File: config.mk
export PLATFORM = sky130hd
export DESIGN_NAME = axi_stream_packet_source
export DESIGN_NICKNAME = d
export VERILOG_FILES = /design/src/rtl/axi_stream_pkg.sv /design/src/rtl/axi_stream_pattern_gen.sv /design/src/rtl/axi_stream_packet_source.sv
export SDC_FILE = /design/constraint.sdc
export NUM_CORES = 1
export LEC_CHECK = 0
export ABC_AREA = 1
export CORE_AREA = 5 5 167 89
export CTS_CLUSTER_SIZE = 24
export DETAILED_ROUTE_END_ITERATION = 8
export DIE_AREA = 0 0 172 94
export PLACE_DENSITY = 0.72
export SYNTH_ARGS = -nofsm -noshare
export SYNTH_HDL_FRONTEND = slang
export SYNTH_SLANG_ARGS = --single-unit
File: constraint.sdc
create_clock -name clk -period 5.6 [get_ports clk]
set_input_delay 0.84 -clock clk [delete_from_list [all_inputs] [get_ports clk]]
set_output_delay 0.84 -clock clk [all_outputs]
set_load 0.05 [all_outputs]
File: src/rtl/axi_stream_pkg.sv
// -----------------------------------------------------------------------------
// axi_stream_pkg
//   Shared definitions for the AXI-Stream packet source and any checker-side
//   pattern generator:
//     state_e    - packet source FSM encoding (IDLE, SEND)
//     last_keep  - final-beat TKEEP mask for a given (length mod byte width)
// -----------------------------------------------------------------------------
package axi_stream_pkg;

   typedef enum logic [0:0] {
      ST_IDLE = 1'b0,
      ST_SEND = 1'b1
   } state_e;

   // Upper bound on bytes per beat supported by last_keep.
   localparam int MAX_BYTE_WIDTH = 64;

   // Keep mask for the final beat: the low len_mod lanes are set, or every
   // lane of the beat when the packet fills the final beat exactly (len_mod 0).
   function automatic logic [MAX_BYTE_WIDTH-1:0] last_keep(input int len_mod,
                                                          input int byte_width);
      logic [MAX_BYTE_WIDTH-1:0] mask;
      mask = '0;
      for (int i = 0; i < MAX_BYTE_WIDTH; i++) begin
         if ((i < byte_width) && ((len_mod == 0) || (i < len_mod))) begin
            mask[i] = 1'b1;
         end
      end
      return mask;
   endfunction

endpackage

File: src/rtl/axi_stream_pattern_gen.sv
// -----------------------------------------------------------------------------
// axi_stream_pattern_gen
//   Combinational beat builder for the incrementing byte pattern. Given the
//   packet seed, the byte offset of the beat and the bytes still to send from
//   that offset, produces the beat payload, keep mask and last flag.
//   Lane i carries (seed + offset + i) mod 256; lanes beyond the packet end
//   are zero with keep cleared.
// Ports
//   seed_i       8             byte 0 value of the packet
//   offset_i     LEN_WIDTH+1   byte offset of this beat within the packet
//   remaining_i  LEN_WIDTH+1   bytes left from offset_i (>= 1 when used)
//   tdata_o      8*BYTE_WIDTH  beat payload
//   tkeep_o      BYTE_WIDTH    valid-byte mask
//   tlast_o      1             this beat ends the packet
// -----------------------------------------------------------------------------
module axi_stream_pattern_gen
   import axi_stream_pkg::*;
#(
   parameter int BYTE_WIDTH = 4,
   parameter int LEN_WIDTH  = 16
) (
   input  logic [7:0]              seed_i,
   input  logic [LEN_WIDTH:0]      offset_i,
   input  logic [LEN_WIDTH:0]      remaining_i,
   output logic [8*BYTE_WIDTH-1:0] tdata_o,
   output logic [BYTE_WIDTH-1:0]   tkeep_o,
   output logic                    tlast_o
);

   localparam logic [LEN_WIDTH:0] BW_L = (LEN_WIDTH + 1)'(BYTE_WIDTH);

   logic [MAX_BYTE_WIDTH-1:0] keep_full;
   logic [7:0]                base;

   // NOTE: every signal written in always_comb is given a value on every path
   // (defaults first), otherwise synthesis infers a latch to hold the old value.
   always_comb begin
      keep_full = '1;
      tdata_o   = '0;
      base      = seed_i + offset_i[7:0];
      tlast_o   = (remaining_i <= BW_L);

      if (tlast_o) begin
         // A full final beat is remainder 0, which last_keep maps to all ones.
         keep_full = last_keep((remaining_i == BW_L) ? 0 : int'(remaining_i),
                               BYTE_WIDTH);
      end
      tkeep_o = keep_full[BYTE_WIDTH-1:0];

      for (int i = 0; i < BYTE_WIDTH; i++) begin
         tdata_o[8*i +: 8] = tkeep_o[i] ? (base + 8'(i)) : 8'h00;
      end
   end

endmodule

File: src/rtl/axi_stream_packet_source.sv
// -----------------------------------------------------------------------------
// axi_stream_packet_source
//   AXI-Stream master that turns one packet command into a beat stream with an
//   incrementing byte pattern, TLAST on the final beat and a partial TKEEP/TSTRB
//   when the length is not a multiple of the beat width. All stream outputs are
//   registered; tvalid never depends on tready combinationally.
// Ports
//   clk, reset            single clock, synchronous active-high reset
//   cmd_valid/cmd_ready   command handshake (ready only while idle, not in reset)
//   cmd_len               packet length in bytes, 0 = dropped empty packet
//   cmd_seed              value of byte 0
//   cmd_id, cmd_dest      TID / TDEST for the whole packet
//   tvalid/tready         stream handshake
//   tdata, tkeep, tstrb   payload and byte masks (tstrb == tkeep)
//   tlast                 final beat of packet
//   tid, tdest            latched command side-band
//   tuser                 bit 0 flags the first beat, other bits zero
//   busy                  a packet is in flight
//   pkt_count             completed packets, wraps at 16 bits
// -----------------------------------------------------------------------------
module axi_stream_packet_source
   import axi_stream_pkg::*;
#(
   parameter int BYTE_WIDTH = 4,
   parameter int ID_WIDTH   = 1,
   parameter int DEST_WIDTH = 1,
   parameter int USER_WIDTH = 1,
   parameter int LEN_WIDTH  = 16
) (
   input  logic                    clk,
   input  logic                    reset,
   input  logic                    cmd_valid,
   output logic                    cmd_ready,
   input  logic [LEN_WIDTH-1:0]    cmd_len,
   input  logic [7:0]              cmd_seed,
   input  logic [ID_WIDTH-1:0]     cmd_id,
   input  logic [DEST_WIDTH-1:0]   cmd_dest,
   output logic                    tvalid,
   input  logic                    tready,
   output logic [8*BYTE_WIDTH-1:0] tdata,
   output logic [BYTE_WIDTH-1:0]   tstrb,
   output logic [BYTE_WIDTH-1:0]   tkeep,
   output logic                    tlast,
   output logic [ID_WIDTH-1:0]     tid,
   output logic [DEST_WIDTH-1:0]   tdest,
   output logic [USER_WIDTH-1:0]   tuser,
   output logic                    busy,
   output logic [15:0]             pkt_count
);

   localparam logic [LEN_WIDTH:0] BW_L = (LEN_WIDTH + 1)'(BYTE_WIDTH);

   state_e                  state_q;
   logic                    tvalid_q;
   logic [8*BYTE_WIDTH-1:0] tdata_q;
   logic [BYTE_WIDTH-1:0]   tkeep_q;
   logic                    tlast_q;
   logic [ID_WIDTH-1:0]     tid_q;
   logic [DEST_WIDTH-1:0]   tdest_q;
   logic [USER_WIDTH-1:0]   tuser_q;
   logic [15:0]             pkt_count_q;
   logic [7:0]              seed_q;
   // One bit wider than cmd_len so the offset past the last beat never wraps.
   logic [LEN_WIDTH:0]      len_q;
   logic [LEN_WIDTH:0]      offset_q;

   // Next beat to present: the first beat of an incoming command while idle,
   // otherwise the beat following the one currently on the bus.
   logic [7:0]              gen_seed;
   logic [LEN_WIDTH:0]      gen_offset;
   logic [LEN_WIDTH:0]      gen_remaining;
   logic [8*BYTE_WIDTH-1:0] beat_data_d;
   logic [BYTE_WIDTH-1:0]   beat_keep_d;
   logic                    beat_last_d;

   always_comb begin
      if (state_q == ST_IDLE) begin
         gen_seed      = cmd_seed;
         gen_offset    = '0;
         gen_remaining = {1'b0, cmd_len};
      end else begin
         gen_seed      = seed_q;
         gen_offset    = offset_q;
         gen_remaining = len_q - offset_q;
      end
   end

   axi_stream_pattern_gen #(
      .BYTE_WIDTH (BYTE_WIDTH),
      .LEN_WIDTH  (LEN_WIDTH)
   ) u_pattern_gen (
      .seed_i      (gen_seed),
      .offset_i    (gen_offset),
      .remaining_i (gen_remaining),
      .tdata_o     (beat_data_d),
      .tkeep_o     (beat_keep_d),
      .tlast_o     (beat_last_d)
   );

   // NOTE: state is updated with non-blocking assignments only, so every
   // register samples the pre-edge values and ordering inside the block is moot.
   always_ff @(posedge clk) begin
      if (reset) begin
         state_q     <= ST_IDLE;
         tvalid_q    <= 1'b0;
         tdata_q     <= '0;
         tkeep_q     <= '0;
         tlast_q     <= 1'b0;
         tid_q       <= '0;
         tdest_q     <= '0;
         tuser_q     <= '0;
         pkt_count_q <= '0;
         seed_q      <= '0;
         len_q       <= '0;
         offset_q    <= '0;
      end else begin
         case (state_q)
            ST_IDLE: begin
               // cmd_ready is high whenever idle out of reset; a zero-length
               // command completes the handshake and is simply discarded.
               if (cmd_valid && (cmd_len != '0)) begin
                  state_q  <= ST_SEND;
                  seed_q   <= cmd_seed;
                  len_q    <= {1'b0, cmd_len};
                  offset_q <= BW_L;
                  tid_q    <= cmd_id;
                  tdest_q  <= cmd_dest;
                  tvalid_q <= 1'b1;
                  tdata_q  <= beat_data_d;
                  tkeep_q  <= beat_keep_d;
                  tlast_q  <= beat_last_d;
                  tuser_q  <= USER_WIDTH'(1);
               end
            end

            ST_SEND: begin
               // tvalid is always high here; with tready low nothing changes.
               if (tready) begin
                  if (tlast_q) begin
                     state_q     <= ST_IDLE;
                     tvalid_q    <= 1'b0;
                     tdata_q     <= '0;
                     tkeep_q     <= '0;
                     tlast_q     <= 1'b0;
                     tid_q       <= '0;
                     tdest_q     <= '0;
                     tuser_q     <= '0;
                     pkt_count_q <= pkt_count_q + 16'd1;
                  end else begin
                     tdata_q  <= beat_data_d;
                     tkeep_q  <= beat_keep_d;
                     tlast_q  <= beat_last_d;
                     tuser_q  <= '0;
                     offset_q <= offset_q + BW_L;
                  end
               end
            end

            default: begin
               state_q  <= ST_IDLE;
               tvalid_q <= 1'b0;
            end
         endcase
      end
   end

   assign cmd_ready = (state_q == ST_IDLE) && !reset;
   assign busy      = (state_q != ST_IDLE);
   assign tvalid    = tvalid_q;
   assign tdata     = tdata_q;
   assign tkeep     = tkeep_q;
   assign tstrb     = tkeep_q;
   assign tlast     = tlast_q;
   assign tid       = tid_q;
   assign tdest     = tdest_q;
   assign tuser     = tuser_q;
   assign pkt_count = pkt_count_q;

endmodule

# After elaboration in Yosys (flattened, before gate mapping)
# Index checks and enable logic that the tools add are counted.
# word_totals
register_bits,99
output_inout_bits,63
elab_cells,87
# op_classes
add_sub_neg,7
n_lt_le_gt_ge,5
eq_ne,5
mux,43
bitwise_logic,1
n_reduce_logical,14
# op_table
cell,n
32-bit 2-to-1 mux,3
17-bit 2-to-1 mux,5
"3-bit by 32-bit less-than comparator with 1-bit output, first input constant",2
32-bit case mux with 2 select lines,1
8-bit 2-to-1 mux,6
17-bit case mux with 2 select lines,1
32-bit zero test,1
"1-bit by 32-bit less-than comparator with 1-bit output, first input constant",1
"2-bit by 32-bit less-than comparator with 1-bit output, first input constant",1
"17-bit by 3-bit adder with 17-bit output, second input constant",1
"17-bit by 3-bit == test with 1-bit output, second input constant",1
"17-bit by 3-bit <= comparator with 1-bit output, second input constant",1
16-bit by 17-bit subtractor with 17-bit output,1
"16-bit by 1-bit adder with 16-bit output, second input constant",1
"8-bit by 2-bit adder with 8-bit output, second input constant",2
1-bit 2-to-1 mux,16
4-bit 2-to-1 mux,4
16-bit nonzero test,1
1-bit case mux with 2 select lines,6
3-bit AND reduction,3
"8-bit by 1-bit adder with 8-bit output, second input constant",1
8-bit adder,1
4-bit case mux with 2 select lines,1
1-bit logical OR,4
6 further kinds,10

# Longest topological paths before layout
# Gate-level depths: netlist (run 1).
# depth
word_depth,12
ltp_mapped,19
ltp_nobuf,18

# Modules after synthesis
# A second synthesis (run 1) with hierarchy kept.
# hier_totals
cells_unflattened,1067
hier_area_um2,6606.3
# by_module_without_submodules
mod,n_inst,cells_each,area_per_inst_um2
axi_stream_packet_source,1,868,5515.3
axi_stream_pattern_gen,1,199,1091.0

# Worst setup path after synthesis (run 1)
# OpenSTA, ideal clock, no wires.
# synth_path
path_type,register -> register
startpoint,"register state_q, in the netlist busy"
endpoint,"register tdata_q[15], in the netlist tdata[15]"
setup_time_ns,0.070
arrival_time_ns,3.392
required_time_ns,5.530
setup_slack_ns,2.137
path_stages_with_launch,19
synth_period_minus_slack_ns,3.463
path_cell_list,dfxtp_1 -> buf_4 -> buf_2 -> clkbuf_1 -> clkbuf_1 -> nand2_1 -> o21ai_0 -> ha_1 -> nand2_1 -> inv_1 -> nor2_2 -> inv_1 -> nor2_2 -> nand2_1 -> nor3_1 -> nand2_1 -> xnor2_1 -> nand3_1 -> a21oi_1
# synth_between
elab_chain_len,11
elab_cells_between_ends,22
# synth_rtl
element,line_no,text
"start, declared",axi_stream_packet_source.sv:53,state_e state_q;
"start signal, assigned",axi_stream_packet_source.sv:104,state_q <= ST_IDLE;
"start signal, assigned",axi_stream_packet_source.sv:122,state_q <= ST_SEND;
"start signal, assigned",axi_stream_packet_source.sv:140,state_q <= ST_IDLE;
17-bit 2-to-1 mux,axi_stream_packet_source.sv:77,if (state_q == ST_IDLE) begin
17-bit by 3-bit == test with 1-bit output,axi_stream_pattern_gen.sv:45,"keep_full = last_keep((remaining_i == BW_L) ? 0 : int'(remaining_i),"
17-bit 2-to-1 mux,axi_stream_pattern_gen.sv:45,
2-bit by 32-bit less-than comparator with 1-bit output / 32-bit zero test (equally long branches),axi_stream_pkg.sv:25,if ((i < byte_width) && ((len_mod == 0) || (i < len_mod))) begin
1-bit logical OR,axi_stream_pkg.sv:25,
1-bit 2-to-1 mux,axi_stream_pkg.sv:25,
4-bit 2-to-1 mux,axi_stream_pattern_gen.sv:43,if (tlast_o) begin
8-bit 2-to-1 mux,axi_stream_pattern_gen.sv:51,tdata_o[8*i +: 8] = tkeep_o[i] ? (base + 8'(i)) : 8'h00;
32-bit 2-to-1 mux,axi_stream_packet_source.sv:139,if (tlast_q) begin
32-bit 2-to-1 mux,axi_stream_packet_source.sv:138,if (tready) begin
32-bit case mux with 2 select lines,axi_stream_packet_source.sv:117,case (state_q)
"end signal, assigned",axi_stream_packet_source.sv:129,tdata_q <= beat_data_d;
"end signal, assigned",axi_stream_packet_source.sv:150,tdata_q <= beat_data_d;
"end, declared",axi_stream_packet_source.sv:55,logic [8*BYTE_WIDTH-1:0] tdata_q;
# Parallel ways exist; a longest one is shown, timed or not. The select of a mux whose other input is x is not followed.
# A chain may end at the register's enable or synchronous reset.

# Final worst setup path (run 1)
# layout_path
startpoint,input port cmd_len[0]
endpoint,"register tlast_q, in the netlist tlast"
# layout_between
elab_chain_len,5
elab_cells_between_ends,10
# layout_rtl
element,line_no,text
"start, declared",axi_stream_packet_source.sv:34,"input logic [LEN_WIDTH-1:0] cmd_len,"
17-bit 2-to-1 mux,axi_stream_packet_source.sv:77,
17-bit by 3-bit <= comparator with 1-bit output,axi_stream_pattern_gen.sv:41,tlast_o = (remaining_i <= BW_L);
1-bit 2-to-1 mux,axi_stream_packet_source.sv:139,
1-bit 2-to-1 mux,axi_stream_packet_source.sv:138,
1-bit case mux with 2 select lines,axi_stream_packet_source.sv:117,
"end signal, assigned",axi_stream_packet_source.sv:131,tlast_q <= beat_last_d;
"end signal, assigned",axi_stream_packet_source.sv:152,tlast_q <= beat_last_d;
"end, declared",axi_stream_packet_source.sv:57,logic tlast_q;
# Parallel ways exist; a longest one is shown, timed or not. The select of a mux whose other input is x is not followed.

==> flow_metrics.py, run 1 <==
metrics = {
    "yosys": {
        "synth_fa_ha_area_share_pct": 5.637,
        "synth.distinct_cells": 39,
        "synth_top_family_by_area": "simple AND/OR/NAND/NOR gates",
        "synth-compound-area-share_pct": 12.81,
        "synth-simple-area-share_pct": 32.96,
        "synth_xor_area_share_pct": 3.773,
        "yosys_warnings": 0,
        "avgSynthCellArea_sq_um": 6.572,
        "yosysSeqAreaShare_pct": 33.65,
        "syn_nets": 934,
        "synthMuxAreaShare_pct": 0,
        "ys_seq_elements": 97,
        "syn_inst": 878,
        "syn_area_sq_um": 5771,
    },
    "hold_path": {
        "hold_path_class": "flop to flop",
        "hold_depth": 2,
        "min_to": "len_q[0]",
        "min-delay-start": "len_q[0]",
    },
    "clock_network": {
        "ctsHoldBuffers": 0,
        "clk_latency_ps": 340,
        "cts_sinks": 97,
        "cts_tree": "built",
        "cts_post_setup_buffers_inserted": 0,
        "htreeDepth": 3,
        "cts-buffers-inserted": 9,
        "clockRootBuffer": "clkbuf_16",
        "clockBufferDepth": 2,
        "path_clk_slew_ps": 70,
        "postCtsResizedCells": 0,
    },
    "timing": {
        "hold_ws_ps": 458.1,
        "worstMarginPinSlew_ps": 991.7,
        "fmaxAchievable_mhz": 276.9,
        "max_slew_margin_pct": 33.82,
        "setup_viol": 0,
        "rsz0062_at_grt": "no",
        "drv_slew": 0,
        "fin_skew_ps": 9.125,
        "timing.setup.tns_ps": 0,
        "hold_violations": 0,
        "fin_crit_sh_pct": 64.50,
        "layout_min_cycle_time_ps": 3612,
    },
    "critical_path": {
        "start_kind": "input pin",
        "r2r-start": "offset_q[6]",
        "rrSetupSlack_ps": 2720,
        "end_kind": "flop",
        "cp_slowest_stage_delay_ps": 790,
        "worstPathCellList": "clkdlybuf4s50_1 -> nor4_1 -> nand3_1 -> nand2_1 -> nand2_1 -> inv_1 -> nand2_1 -> a21oi_1",
        "timing.critical_path.mode_cell": "nand2_1",
        "worst_ep_arrival_time_ps": 3880,
        "crit_path_top_delay_cell": "inv_1",
        "worst-setup-path-type": "input pin to flop",
        "worst-path-max-fanout": 33,
        "required_ps": 5860,
        "r2r-end": "tdata[11]",
        "rr_worst_depth": 15,
    },
    "grt": {
        "grt_max_degree": 54,
        "grt_overflow": 0,
        "grt_usage_pct": 21.25,
        "grt_pass1_vias": 5115,
        "grt_pass1_wl_um": 27270,
        "antenna_found_initial": 0,
    },
    "pwr": {
        "power_frac_seq_pct": 38.4,
        "p_comb_share_pct": 29.2,
        "p_leak_nw": 3.150,
        "p_sw_share_pct": 34.76,
        "p_per_area_nw_per_um2": 278.1,
        "clkPwrFrac_pct": 32.3,
        "p_switching_uw": 686.8,
        "power.total_mw": 1.976,
        "peakVddDrop_uv": 153.8,
        "intPower_mw": 1.289,
    },
    "die": {
        "die_x_um": 172,
        "die_y_um": 94,
        "initial_core_util_pct": 43.67,
        "ios": 93,
        "floorplan.rows": 30,
        "dieArea_sq_um": 16170,
        "core-area_sq_um": 13210,
    },
    "finish": {
        "mostFrequentLayoutCells": "nand2_1 (223), inv_1 (127), dfxtp_1 (97)",
        "area_delta_synth_final_pct": 23.09,
        "antenna_cells": 0,
        "finalCoreUtilization_pct": 53.76,
        "layout_commonest_cell": "nand2_1",
        "fillers": 1301,
        "nets": 1012,
        "drive_gt1_share_pct": 5.000,
        "finalNonFillerCells": 1136,
    },
    "route": {
        "vias": 5906,
        "viasPerCell": 5.199,
        "drc": 0,
        "firstDrtPassIters": 6,
        "wl_per_cell_um": 15.12,
        "wl_um": 17170,
        "final_antenna_net_count": 0,
        "drt_iter0_markers": 685,
    },
    "place": {
        "numPlacedInstances": 1121,
        "dp.final_hpwl_um": 13210,
        "port_buffers": 92,
        "place_congestion": 0.9891,
    },
    "run": {
        "drv_cap": 0,
    },
    "outcome": {
        "outcome": "completed",
    },
}
-- state kept, by name, summed over array words and instances, names as in the netlist, 4 cells and up --
signal     cells
tdata         32
len_q         16
pkt_count     16
offset_q      15
seed_q         8
tkeep          4
-- critical path, delay by kind of cell --
kind	cells	cell delay, ps
buf+inv	2	1240
simple gates	5	1590
compound gates	1	180
-- Yosys cell counts --
library cell  number  area [sq um]
nor3b_1            2         15.01
nand4_2            2         25.02
ha_1              26         325.3
nand2_2            4         25.02
nor3_1            16         80.08
conb_1             1         3.750
xnor2_1            8         70.07
nor4_1             8         50.05
nand3_2            1         10.01
inv_1            127         476.7
o21a_1             2         15.01
nor4_4             1         21.27
clkbuf_1          14         52.55
nor3_4             1         16.27
dfxtp_1           97          1942
a211oi_1           3         22.52
or2_1              1         6.260
nand3b_1           3         22.52
nand2_1          223         837.1
buf_2             11         55.05
inv_2              5         18.77
buf_4              5         37.54
nand4_1           13         81.33
o21ai_1            1         5.000
nor3_2             2         20.02
a31oi_1            2         12.51
and2_1             1         6.260
a21oi_1           80         400.4
nand3_1           75         375.4
nor2_2             4         25.02
and3_1             2         12.51
or2_2              2         12.51
a21oi_2            1         8.760
o21ai_0           55         275.3
xor2_1            15         131.4
nor4_2             1         12.51
xor2_2             1         16.27
nor2_4             2         22.52
nor2_1            60         225.2
-- stage by stage --
stage	cell area [sq um]	setup WS, ps
4_1_cts	7103	1981
2_1_floorplan	5771	2137
3_5_place_dp	6799	1649
5_1_grt	7103	1670
6_report	7103	1988
3_3_place_gp	6799	1717
-- power groups by stage --
| stage | clock network [mW] | registers (mW) | logic [mW] |
|---|---|---|---|
| floorplan | 0 | 0.865 | 0.306 |
| global placement | 0 | 0.775 | 0.560 |
| detailed placement | 0 | 0.774 | 0.566 |
| CTS | 0.648 | 0.759 | 0.569 |
| global route | 0.684 | 0.764 | 0.630 |
| finish | 0.639 | 0.759 | 0.578 |
-- cell type report --
class	instances	area [sq um]	area share (%)
multi-input combinational	619	3188	44.88
clock buffer	11	252.7	3.558
clock inverter	4	51.30	0.7222
tap	176	220.2	3.100
inverter	132	495.5	6.976
timing repair buffer	97	953.4	13.42
sequential	97	1942	27.34
-- logic make-up (layout without fill, tap and decap cells) --
logic type,count (synthesis),count (layout)
adders and majority gates,26,26
xor gates and xnor gates,24,24
buffers and inverters,162,244
and+or+nand+nor,424,424
other,1,1
DFF,97,97
AOI/OAI and AO/OA,144,144
-- how the worst max path moves through the flow --
stage / startpoint / end / slack [ps]
after floorplan: busy / tdata[15] / 2140
after global placement: cmd_len[1] / tdata[3] / 1720
after detailed placement: cmd_len[0] / tdata[7] / 1650
after CTS: cmd_len[0] / tdata[7] / 1980
after global routing: cmd_len[0] / tdata[9] / 1670
final: cmd_len[0] / tlast / 1990
-- metal layers --
layer	routed length [um]	global-route usage, %
met4	77	3.009
met2	6101	25.97
met3	1946	7.020
met5	0	0
met1	9047	35.02
(Power assumes the default switching activity.)
==> inputs of run 2 (changes only) <==
Clock period 5.6 ns to 3.5 ns, I/O delays scaled along.
==> flow_metrics.py, run 2 (synthesis results as in run 1) <==
metrics = {
    "outcome": {
        "outcome": "completed",
    },
    "critical_path": {
        "worst_ep_arrival_time_ps": 3050,
        "end_kind": "flop",
        "crit_path_top_delay_cell": "dfxtp_1",
        "worst-setup-path-type": "flop to flop",
        "timing.critical_path.mode_cell": "nand3_1",
        "worstPathCellList": "inv_1 -> ha_1 -> nand2_1 -> inv_1 -> nand3_1 -> nand2_1 -> nand2_1 -> nand3_1 -> nand3_1 -> nor2_1 -> nand3_1 -> nor2_4 -> nand4_2 -> nand3_1 -> a21oi_1",
        "crit_buf_inv": 2,
        "cp_slowest_stage_delay_ps": 450,
        "start_kind": "flop",
        "cp_top_family": "simple AND/OR/NAND/NOR gates",
        "required_ps": 3700,
        "worst-path-max-fanout": 9,
    },
    "die": {
        "die_y_um": 94,
        "ios": 93,
        "initial_core_util_pct": 43.67,
        "die_x_um": 172,
        "dieArea_sq_um": 16170,
        "core-area_sq_um": 13210,
        "floorplan.rows": 30,
    },
    "clock_network": {
        "clk_latency_ps": 350,
        "cts_sinks": 97,
        "htreeDepth": 3,
        "cts-buffers-inserted": 9,
        "cts_post_setup_buffers_inserted": 0,
        "path_clk_slew_ps": 70,
        "ctsHoldBuffers": 0,
        "clockBufferDepth": 2,
        "clockRootBuffer": "clkbuf_16",
        "postCtsResizedCells": 0,
        "cts_tree": "built",
    },
    "timing": {
        "setup_viol": 0,
        "fmaxAchievable_mhz": 352.0,
        "max_slew_margin_pct": 47.75,
        "rsz0062_at_grt": "no",
        "fin_skew_ps": 9.260,
        "fin_crit_sh_pct": 81.17,
        "timing.setup.tns_ps": 0,
        "hold_violations": 0,
        "drv_slew": 0,
        "layout_min_cycle_time_ps": 2841,
        "worstMarginPinSlew_ps": 781.5,
    },
    "finish": {
        "largest_reg_flops": 32,
        "layout_commonest_cell": "nand2_1",
        "antenna_cells": 0,
        "drive_gt1_share_pct": 5.290,
        "nets": 1016,
        "area_delta_synth_final_pct": 23.24,
        "mostFrequentLayoutCells": "nand2_1 (223), inv_1 (127), dfxtp_1 (97)",
    },
    "place": {
        "dp.final_hpwl_um": 13010,
        "port_buffers": 92,
        "place_congestion": 1.001,
    },
    "route": {
        "wl_um": 16740,
        "wl_per_cell_um": 14.69,
        "vias": 5773,
        "firstDrtPassIters": 6,
        "viasPerCell": 5.064,
        "drc": 0,
        "drt_iter0_markers": 487,
        "final_antenna_net_count": 0,
    },
    "pwr": {
        "p_per_area_nw_per_um2": 430.4,
        "power.total_mw": 3.061,
        "p_leak_nw": 3.150,
        "peakVddDrop_uv": 196.5,
    },
    "run": {
        "drv_cap": 0,
    },
    "grt": {
        "grt_pass1_vias": 5010,
        "grt_usage_pct": 20.77,
        "antenna_found_initial": 1,
        "grt_max_degree": 49,
        "grt_pass1_wl_um": 26450,
        "grt_overflow": 0,
    },
    "hold_path": {
        "hold_path_class": "input pin to flop",
    },
}
-- run 2: changes by cell type in the layout (fill, tap and decap cells not counted) --
cell | previous run | this run
clkinv_4 | 0 | 2
clkbuf_1 | 0 | 1
clkinvlp_4 | 1 | 2
buf_12 | 0 | 1
clkinv_2 | 1 | 0
clkbuf_8 | 2 | 0
buf_4 | 5 | 8
bufinv_16 | 1 | 0
-- run 2: path summary, 6_finish.rpt --
kind / start / end / slack (ps) / cells past startpoint
min: reset / tid / 440 / 2
max: offset_q[5] / tdata[20] / 660 / 15
max reg2reg: offset_q[5] / tdata[20] / 660 / 15
min reg2reg: len_q[0] / len_q[0] / 460 / 2
-- run 2: worst reg2reg max path: cells and delay by family (launching register included) --
| kind | cells | cell delay, ps |
|---|---|---|
| AND/OR/NAND/NOR | 11 | 1530 |
| flip-flops | 1 | 450 |
| adder cells (fa/ha/maj) | 1 | 410 |
| buffers and inverters | 2 | 260 |
| AO/OA/AOI/OAI | 1 | 70 |
-- run 2: power breakdown --
group	switching, mW	leakage, nW	total, mW	internal [mW]
logic	0.619	2.23	0.925	0.306
registers	0.0424	0.794	1.21	1.17
clock network	0.439	0.125	0.922	0.484
-- run 2: area by class of cell --
class                           instances  area (sq um)
Clock buffer                           10         229.0
Clock inverter                          5         41.29
Fill cell                            1357          6101
Inverter                              132         495.5
Multi-Input combinational cell        619          3188
Sequential cell                        97          1942
Tap cell                              176         220.2
Timing Repair Buffer                  101         996.0
-- run 2: metrics by stage --
stage | setup WS, ps | hold WS, ps | util [%] | instance area (sq um) | instances
floorplan | 37.43 | 428.1 | - | 5771 | 878
global placement | 503.1 | 440.5 | 51.78 | 6842 | 1125
detailed placement | 430.3 | 447.4 | 51.78 | 6842 | 1125
CTS | 683.5 | 439.0 | 53.83 | 7112 | 1140
global route | 348.8 | 461.0 | 53.83 | 7112 | 1140
finish | 658.9 | 442.5 | 53.83 | 7112 | 1140
-- run 2: routing by layer --
layer	track usage [%]	routed length, um	vias up
li1	-	-	2976
met1	34.87	8999	2550
met2	24.38	5737	232
met3	6.557	1863	13
met4	3.728	129	2
met5	0	13	-
